[config.mk]
export PLATFORM = sky130hd
export DESIGN_NAME = key_mode_ctrl
export DESIGN_NICKNAME = d
export VERILOG_FILES = /design/src/rtl/key_mode_ctrl.sv
export SDC_FILE = /design/constraint.sdc
export NUM_CORES = 1
export LEC_CHECK = 0
export BUFFER_PORTS_ARGS = -buffer_cell sky130_fd_sc_hd__buf_2
export CORE_MARGIN = 2
export CORE_UTILIZATION = 40
export DETAILED_ROUTE_END_ITERATION = 10
export GPL_TIMING_DRIVEN = 0
export PLACE_DENSITY = 0.64
export SKIP_CTS_REPAIR_TIMING = 1
export SLEW_MARGIN = 25
export SYNTH_ARGS = -nofsm -noshare
export SYNTH_HDL_FRONTEND = slang
export SYNTH_SLANG_ARGS = --single-unit
[constraint.sdc]
create_clock -name CLK_TOP -period 3.5 [get_ports CLK_TOP]
set_input_delay 0 -clock CLK_TOP [delete_from_list [all_inputs] [get_ports CLK_TOP]]
set_output_delay 0 -clock CLK_TOP [all_outputs]
set_load 0.005 [all_outputs]
[src/rtl/key_mode_ctrl.sv]
// Pushbutton front end for the pattern register: sync, debounce,
// mode select stepping and the pattern step strobe.
module key_mode_ctrl #(
    parameter int unsigned DEB_CYCLES = 4,
    parameter int unsigned TICK_DIV   = 5,
    parameter logic [2:0]  MODE_MAX   = 3'd5
) (
    input  logic       CLK_TOP,
    input  logic       RST_TOP,
    input  logic       KEY_IN,
    output logic [2:0] S_TOP,
    output logic       STEP_EN,
    output logic       KEY_PULSE
);

    localparam int unsigned CW = $clog2(DEB_CYCLES);
    localparam int unsigned PW = $clog2(TICK_DIV);
    localparam logic [CW-1:0] CNT_LAST = CW'(DEB_CYCLES - 1);
    localparam logic [PW-1:0] PC_LAST  = PW'(TICK_DIV - 1);

    typedef enum logic [1:0] {
        IDLE,
        DEB_PRESS,
        HELD,
        DEB_REL
    } state_t;

    state_t        state_q, state_d;
    logic [CW-1:0] cnt_q, cnt_d;
    logic [PW-1:0] pc_q, pc_d;
    logic [2:0]    s_q, s_d;
    logic          k1_q, k2_q;
    logic          step_q, step_d;
    logic          pulse_q, pulse_d;
    logic          accept;

    always_comb begin
        state_d = state_q;
        cnt_d   = cnt_q;
        accept  = 1'b0;
        case (state_q)
            IDLE: begin
                if (k2_q) begin
                    state_d = DEB_PRESS;
                    cnt_d   = CW'(1);
                end
            end
            DEB_PRESS: begin
                if (!k2_q) begin
                    state_d = IDLE;
                    cnt_d   = '0;
                end else if (cnt_q == CNT_LAST) begin
                    state_d = HELD;
                    cnt_d   = '0;
                    accept  = 1'b1;
                end else begin
                    cnt_d = cnt_q + CW'(1);
                end
            end
            HELD: begin
                if (!k2_q) begin
                    state_d = DEB_REL;
                    cnt_d   = CW'(1);
                end
            end
            DEB_REL: begin
                if (k2_q) begin
                    state_d = HELD;
                    cnt_d   = '0;
                end else if (cnt_q == CNT_LAST) begin
                    state_d = IDLE;
                    cnt_d   = '0;
                end else begin
                    cnt_d = cnt_q + CW'(1);
                end
            end
            default: begin
                state_d = IDLE;
                cnt_d   = '0;
            end
        endcase
    end

    // A new mode restarts the step period so the pattern begins cleanly.
    always_comb begin
        pc_d    = (pc_q == PC_LAST) ? '0 : pc_q + PW'(1);
        step_d  = (pc_q == PC_LAST);
        s_d     = s_q;
        pulse_d = accept;
        if (accept) begin
            pc_d   = '0;
            step_d = 1'b0;
            s_d    = (s_q == MODE_MAX) ? 3'd1 : s_q + 3'd1;
        end
    end

    always_ff @(posedge CLK_TOP) begin
        if (RST_TOP) begin
            k1_q    <= 1'b0;
            k2_q    <= 1'b0;
            state_q <= IDLE;
            cnt_q   <= '0;
            pc_q    <= '0;
            s_q     <= 3'd1;
            step_q  <= 1'b0;
            pulse_q <= 1'b0;
        end else begin
            k1_q    <= KEY_IN;
            k2_q    <= k1_q;
            state_q <= state_d;
            cnt_q   <= cnt_d;
            pc_q    <= pc_d;
            s_q     <= s_d;
            step_q  <= step_d;
            pulse_q <= pulse_d;
        end
    end

    assign S_TOP     = s_q;
    assign STEP_EN   = step_q;
    assign KEY_PULSE = pulse_q;

endmodule

# Word level (Yosys, flattened, before mapping)
# Index checks and enable logic that the tools add are counted.
[classes]
addsub = 3
eq_ne = 10
muxes = 16
n_reduce_logical = 5
[op_table]
columns = ["cell", "n"]
rows = [
  ["$mux 2", 10],
  ["$pmux 2 s4", 2],
  ["$add 3x1->3 const B", 2],
  ["$eq 2x2->1 const B", 3],
  ["$eq 3x3->1 const B", 2],
  ["$ne 3x3->1 const B", 2],
  ["$ne 2x2->1 const B", 2],
  ["$reduce_and 4->1", 1],
  ["$mux 1", 3],
  ["$mux 3", 1],
  ["$reduce_or 3->1", 1],
  ["$add 2x1->2 const B", 1],
  ["$eq 2x1->1 const B", 1],
  ["$logic_not 2->1", 1],
  ["$reduce_and 2->1", 1],
  ["$reduce_or 2->1", 1],
]
[totals]
reg_bits = 14
input_bits = 3
output_inout_bits = 5
elab_cells = 42

# Logic depth before layout (Yosys ltp)
# Gate-level depths: netlist of the first run.
[depth]
depth_word = 5
depth_mapped = 5

# Worst setup path after synthesis of the first run
# No wires, ideal clock.
[synth_path]
path_kind = "reg-to-reg"
start = "reg cnt_q[0]"
end = "reg s_q[1] (netlist: S_TOP[1])"
setup_time_ns = 0.070
t_arrival_ns = 1.231
required_ns = 3.430
slack_ns = 2.199
path_stages_with_launch = 5
period_less_slack_ns = 1.301
path_cell_list = "dfxtp_1 -> ha_1 -> nand4b_4 -> or4_1 -> a21oi_1"
[synth_via]
elab_chain_cells = 4
[synth_lines]
columns = ["element", "line_no", "source"]
rows = [
  ["start: declaration", "29", "logic [CW-1:0] cnt_q, cnt_d;"],
  ["start signal: assignment", "111", "cnt_q <= cnt_d;"],
  ["$eq 2x2->1", "52", "end else if (cnt_q == CNT_LAST) begin"],
  ["$mux 1", "52", ""],
  ["$mux 1", "49", "if (!k2_q) begin"],
  ["$mux 1", "41", "case (state_q)"],
  ["end signal: assignment", "104", "s_q <= 3'd1;"],
  ["end signal: assignment", "113", "s_q <= s_d;"],
  ["end: declaration", "31", "logic [2:0] s_q, s_d;"],
]
# Every way passes these cells.
# A chain may end at the register's enable or synchronous reset.

# Worst setup path after layout of the first run
# Same ends and word-level chain as after synthesis.

==> results.yml, run 1 <==
run_status:
  status: "finished clean"
floorplan:
  die_w_um: 41.52
  num_io_pins: 8
  fp.dieArea_um2: 1724
  row_count: 13
  start_util: 0.4327
  placeableCoreArea_um2: 1301
  die_y_um: 41.52
timing:
  max_freq_mhz: 693.5
  setup_viol: 0
  rsz0062_at_grt: "false"
  fin_ws_ns: 2.058
  finClkSkew_ns: 0.004303
  worstMarginPinSlew_ns: 0.4289
  setup_tns_ns: 0
  slew_headroom: 0.7141
  layout_min_cycle_time_ns: 1.442
  hold_viol_final: 0
  fin_crit_sh: 0.4120
  drv_slew: 0
final_layout:
  drive_gt1_frac: 0.1714
  nets: 78
  num-fill-cells: 127
  insertedDiodeCount: 0
  syn_to_final_growth_pct: 17.11
worst_setup_path:
  cp-end-kind: "register"
  worstPathArrival_ns: 1.65
  path_cells: "ha_1 > nand4b_4 > or4_1 > a21oi_1"
  crit_slowest_cell: "or4_1"
  worstPathRequired_ns: 3.71
  crit_fanout: 7
  worstSetupPathType: "register to register"
  critPathMaxStageDelay_ns: 0.42
  critPathLaunchType: "register"
synth:
  ys_top_cells_by_count: "dfxtp_1, inv_1, nand2_1"
  yosysWarningCount: 0
  avgSynthCellArea_um2: 9.708
  syn-num-nets: 64
  synth_cell_type_count: 22
  synth.top_cell.area_share: 0.4978
  ys_seq_area_frac: 0.4978
  ys.flop_type: "dfxtp_1"
  synthCells: 58
  yosysTopAreaCell: "dfxtp_1"
  yosysMostFrequentCell: "dfxtp_1"
  ys_seq_elements: 14
  syn_area_um2: 563.0
  synthTopCellsByArea: "dfxtp_1, ha_1, nand4b_4"
  synth_async_sr_flop_share: 0
  synth_enable_flop_cells: 0
pwr:
  irDropWorstVdd_mv: 0.1784
  power.density_nw_per_um2: 411.8
  leakage_nw: 0.3336
cts:
  numCtsBuffers: 3
  clk_pin_slew_worst_paths_ns: 0.08
  cts_buffer_depth: 2
  cts_sinks: 14
  clockRootBuffer: "clkbuf_4"
  cts_tree: "built"
  clock_latency_ns: 0.28
  cts_htree_levels: 1
place:
  hpwl_um: 594.5
  place.gp.congestion: 0.7488
  port-buffer-count: 7
  post-place-ws_ns: 2.077
global_routing:
  antenna_found_initial: 0
  grt_pass1_wl_um: 1621
  grt_max_degree: 11
  grt_usage: 0.1283
  first_global_vias: 388
  overflow: 0
flow_run:
  max-cap-violations: 0
drt:
  ant_nets: 0
  firstDrtPassIters: 4
  drt-wirelength-per-cell_um: 10.44
  via_per_inst: 5.047
  vias: 429
  first_iter_violations: 8
  wl_um: 887
  drc_errors: 0
min_path:
  min_path_type: "input port to register"
==> power by group <==
| group | internal (mW) | switching, mW |
|---|---|---|
| logic | 0.00844 | 0.00800 |
| registers | 0.165 | 0.00361 |
| clock network | 0.0399 | 0.0471 |
| total | 0.213 | 0.0587 |
==> logic make-up after synthesis <==
group                      Yosys count  synth area share
buffers and inverters                6           0.04000
AOI/OAI and AO/OA                   10            0.1133
adders and majority gates            3           0.06667
xor gates and xnor gates             1           0.01556
DFF                                 14            0.4978
and+or+nand+nor                     24            0.2666
==> cell usage in the layout (no fill, tap or decap) <==
| cell | count |
|---|---|
| or4_1 | 2 |
| clkbuf_4 | 3 |
| nand3_1 | 1 |
| o21ba_1 | 1 |
| a211o_1 | 1 |
| and3_1 | 2 |
| nor3_1 | 3 |
| nor2_1 | 4 |
| clkbuf_1 | 1 |
| nor2b_1 | 2 |
| nor3b_1 | 2 |
| xor2_1 | 1 |
| and3_2 | 1 |
| o21a_1 | 1 |
| nand2_1 | 5 |
| a21o_1 | 1 |
| inv_1 | 5 |
| ha_1 | 3 |
| and4b_1 | 1 |
| a21oi_1 | 4 |
| dlygate4sd3_1 | 2 |
| nand4b_4 | 1 |
| dfxtp_1 | 14 |
| buf_2 | 7 |
| o21ai_0 | 2 |
==> worst paths after layout <==
kind | start | depth (start not counted) | slack [ns] | end
max | cnt_q[0] | 4 | 2.06 | S_TOP[1]
min reg2reg | k1_q | 1 | 0.46 | k2_q
min | KEY_IN | 3 | 0.46 | k1_q
max reg2reg | cnt_q[0] | 4 | 2.06 | S_TOP[1]
==> layout make-up <==
class,count,area (µm²),area share
Multi-Input combinational cell,38,260.3,0.3947
Tap cell,15,18.77,0.02846
Sequential cell,14,280.3,0.4250
Buffer,1,3.754,0.005693
Inverter,5,18.77,0.02846
Timing Repair Buffer,9,55.05,0.08349
Clock buffer,3,22.52,0.03416
==> critical path: cells and delay by family (launching register included) <==
family | cells | cell delay [ns]
and+or+nand+nor | 2 | 0.58
DFF | 1 | 0.36
adders and majority gates | 1 | 0.30
AOI/OAI and AO/OA | 1 | 0.13
==> metal layers <==
| metal | GRT usage | routed length, µm |
|---|---|---|
| met1 | 0.1371 | 427 |
| met2 | 0.1875 | 391 |
| met3 | 0.05652 | 45 |
| met4 | 0.1161 | 22 |
| met5 | 0 | 0 |
==> per-stage QoR <==
stage | cells | hold slack (ns) | cell area (µm²) | utilization | power, mW
after floorplan | 58 | 0.07161 | 563.0 | - | 0.1819
after CTS | 83 | -0.08884 | 639.4 | 0.4913 | 0.2751
final | 85 | 0.4588 | 659.4 | 0.5067 | 0.2715
after global placement | 80 | 0.2036 | 616.8 | 0.4740 | 0.1858
after detailed placement | 80 | 0.2106 | 616.8 | 0.4740 | 0.1863
after global routing | 85 | 0.4573 | 659.4 | 0.5067 | 0.2902
==> flip-flops by register name, summed over array words and instances, names as in the netlist, named ones only <==
signal	cells
KEY_PULSE	1
pc_q	3
cnt_q	2
STEP_EN	1
S_TOP	3
k1_q	1
state_q	1
k2_q	1
(Power assumes the default switching activity.)
==> run 2, diff against run 1 <==
==> constraint.sdc (replaced) <==
create_clock -name CLK_TOP -period 1.4 [get_ports CLK_TOP]
set_input_delay 0 -clock CLK_TOP [delete_from_list [all_inputs] [get_ports CLK_TOP]]
set_output_delay 0 -clock CLK_TOP [all_outputs]
set_load 0.005 [all_outputs]
==> run 2 against run 1 <==
Effect of this change: clock-buffer cell count unchanged; wire length increased by 2.1%; final cell count unchanged; sequential power increased to 2.5 times the previous value; sequential share of layout area decreased by 0.68 points; critical path type unchanged; non-clock buffer count unchanged; critical endpoint unchanged; combinational power increased to 2.5 times the previous value.
==> results.yml, run 2 (synthesized netlist as in run 1, its figures left out) <==
final_layout:
  insertedDiodeCount: 0
  drive_gt1_frac: 0.2000
  nets: 78
  final_cells: 85
  syn_to_final_growth_pct: 19.56
  mostFrequentLayoutCells: "dfxtp_1, buf_2, inv_1, nand2_1"
  layout_commonest_cell: "dfxtp_1"
  stdcell_area_um2: 673.1
pwr:
  power.density_nw_per_um2: 1018
  power_mw: 0.6850
  irDropWorstVdd_mv: 0.4511
  leakage_nw: 0.3314
timing:
  setup_viol: 0
  fin_ws_ns: 0.07715
  drv_slew: 0
  worstMarginPinSlew_ns: 0.4278
  slew_headroom: 0.7148
  worst_hold_slack_ns: 0.4558
  hold_viol_final: 0
  max_freq_mhz: 755.9
  fin_crit_sh: 0.9449
  layout_min_cycle_time_ns: 1.323
  finClkSkew_ns: 0.003771
floorplan:
  die_w_um: 41.52
  placeableCoreArea_um2: 1301
  num_io_pins: 8
  die_y_um: 41.52
  fp.dieArea_um2: 1724
  start_util: 0.4327
  row_count: 13
worst_setup_path:
  worstPathArrival_ns: 1.53
  worstPathRequired_ns: 1.61
  worstSetupPathType: "register to register"
  cp-end-kind: "register"
  critPathMaxStageDelay_ns: 0.42
  critPathLaunchType: "register"
  path_cells: "ha_4 > nand4b_4 > or4_1 > a21oi_1"
  crit_slowest_cell: "or4_1"
  crit_fanout: 7
place:
  dpl-instance-area_um2: 616.8
  port-buffer-count: 7
  hpwl_um: 594.5
  post-place-ws_ns: -0.02276
  place.gp.congestion: 0.7488
  place_inst: 80
drt:
  via_per_inst: 5.094
  wl_um: 906
  drc_errors: 0
  vias: 433
  drt-wirelength-per-cell_um: 10.66
  ant_nets: 0
  first_iter_violations: 10
  firstDrtPassIters: 4
cts:
  cts_htree_levels: 1
  cts_sinks: 14
  cts_tree: "built"
  clock_latency_ns: 0.28
  numCtsBuffers: 3
  clk_pin_slew_worst_paths_ns: 0.08
  cts_buffer_depth: 2
  clockRootBuffer: "clkbuf_4"
global_routing:
  grt_pass1_wl_um: 1621
  first_global_vias: 388
  overflow: 0
  grt_usage: 0.1283
  grt_max_degree: 11
  antenna_found_initial: 0
flow_run:
  max-cap-violations: 0
min_path:
  min_path_type: "input port to register"
run_status:
  status: "finished clean"
-- run 2: cell count changes in the layout (fill, tap and decap cells not counted) --
cell	previous run	this run
dfxtp_1	14	13
dfxtp_2	0	1
ha_1	3	2
ha_4	0	1
-- run 2: worst paths after layout --
kind,cells past startpoint,from,slack [ns],to
min reg2reg,1,k1_q,0.46,k2_q
min,3,KEY_IN,0.46,k1_q
max reg2reg,4,cnt_q[1],0.08,S_TOP[1]
max,4,cnt_q[1],0.08,S_TOP[1]
-- run 2: layout make-up --
cell class              count  area (µm²)
plain buffers               1       3.754
flip-flops and latches     14       281.5
well taps                  15       18.77
fillers                   125       628.1
clock buffers               3       22.52
inverters                   5       18.77
multi-input cells          38       272.8
repair buffers              9       55.05
-- run 2: metrics by stage --
step / utilization / TNS (ns)
finish: 0.5173 / 0
global route: 0.5173 / -0.01190
CTS: 0.4913 / -0.09072
detailed placement: 0.4740 / -0.02487
global placement: 0.4740 / -0.004547
floorplan: - / 0
-- run 2: worst max-delay path: cells and delay by family, from the launching register on --
kind                       cells  cell delay (ns)
adders and majority gates      1             0.18
and+or+nand+nor                2             0.56
DFF                            1             0.38
AOI/OAI and AO/OA              1             0.13
-- run 2: metal layers --
| layer | track usage | wire [µm] |
|---|---|---|
| met4 | 0.1161 | 43 |
| met3 | 0.05652 | 46 |
| met5 | 0 | 0 |
| met2 | 0.1875 | 374 |
| met1 | 0.1371 | 442 |
-- run 2: power breakdown --
group	total (mW)	switching, mW	internal (mW)	leakage, nW
Combinational	0.0415	0.0200	0.0216	0.203
Clock	0.222	0.122	0.0999	0.0138
Sequential	0.421	0.00978	0.412	0.114
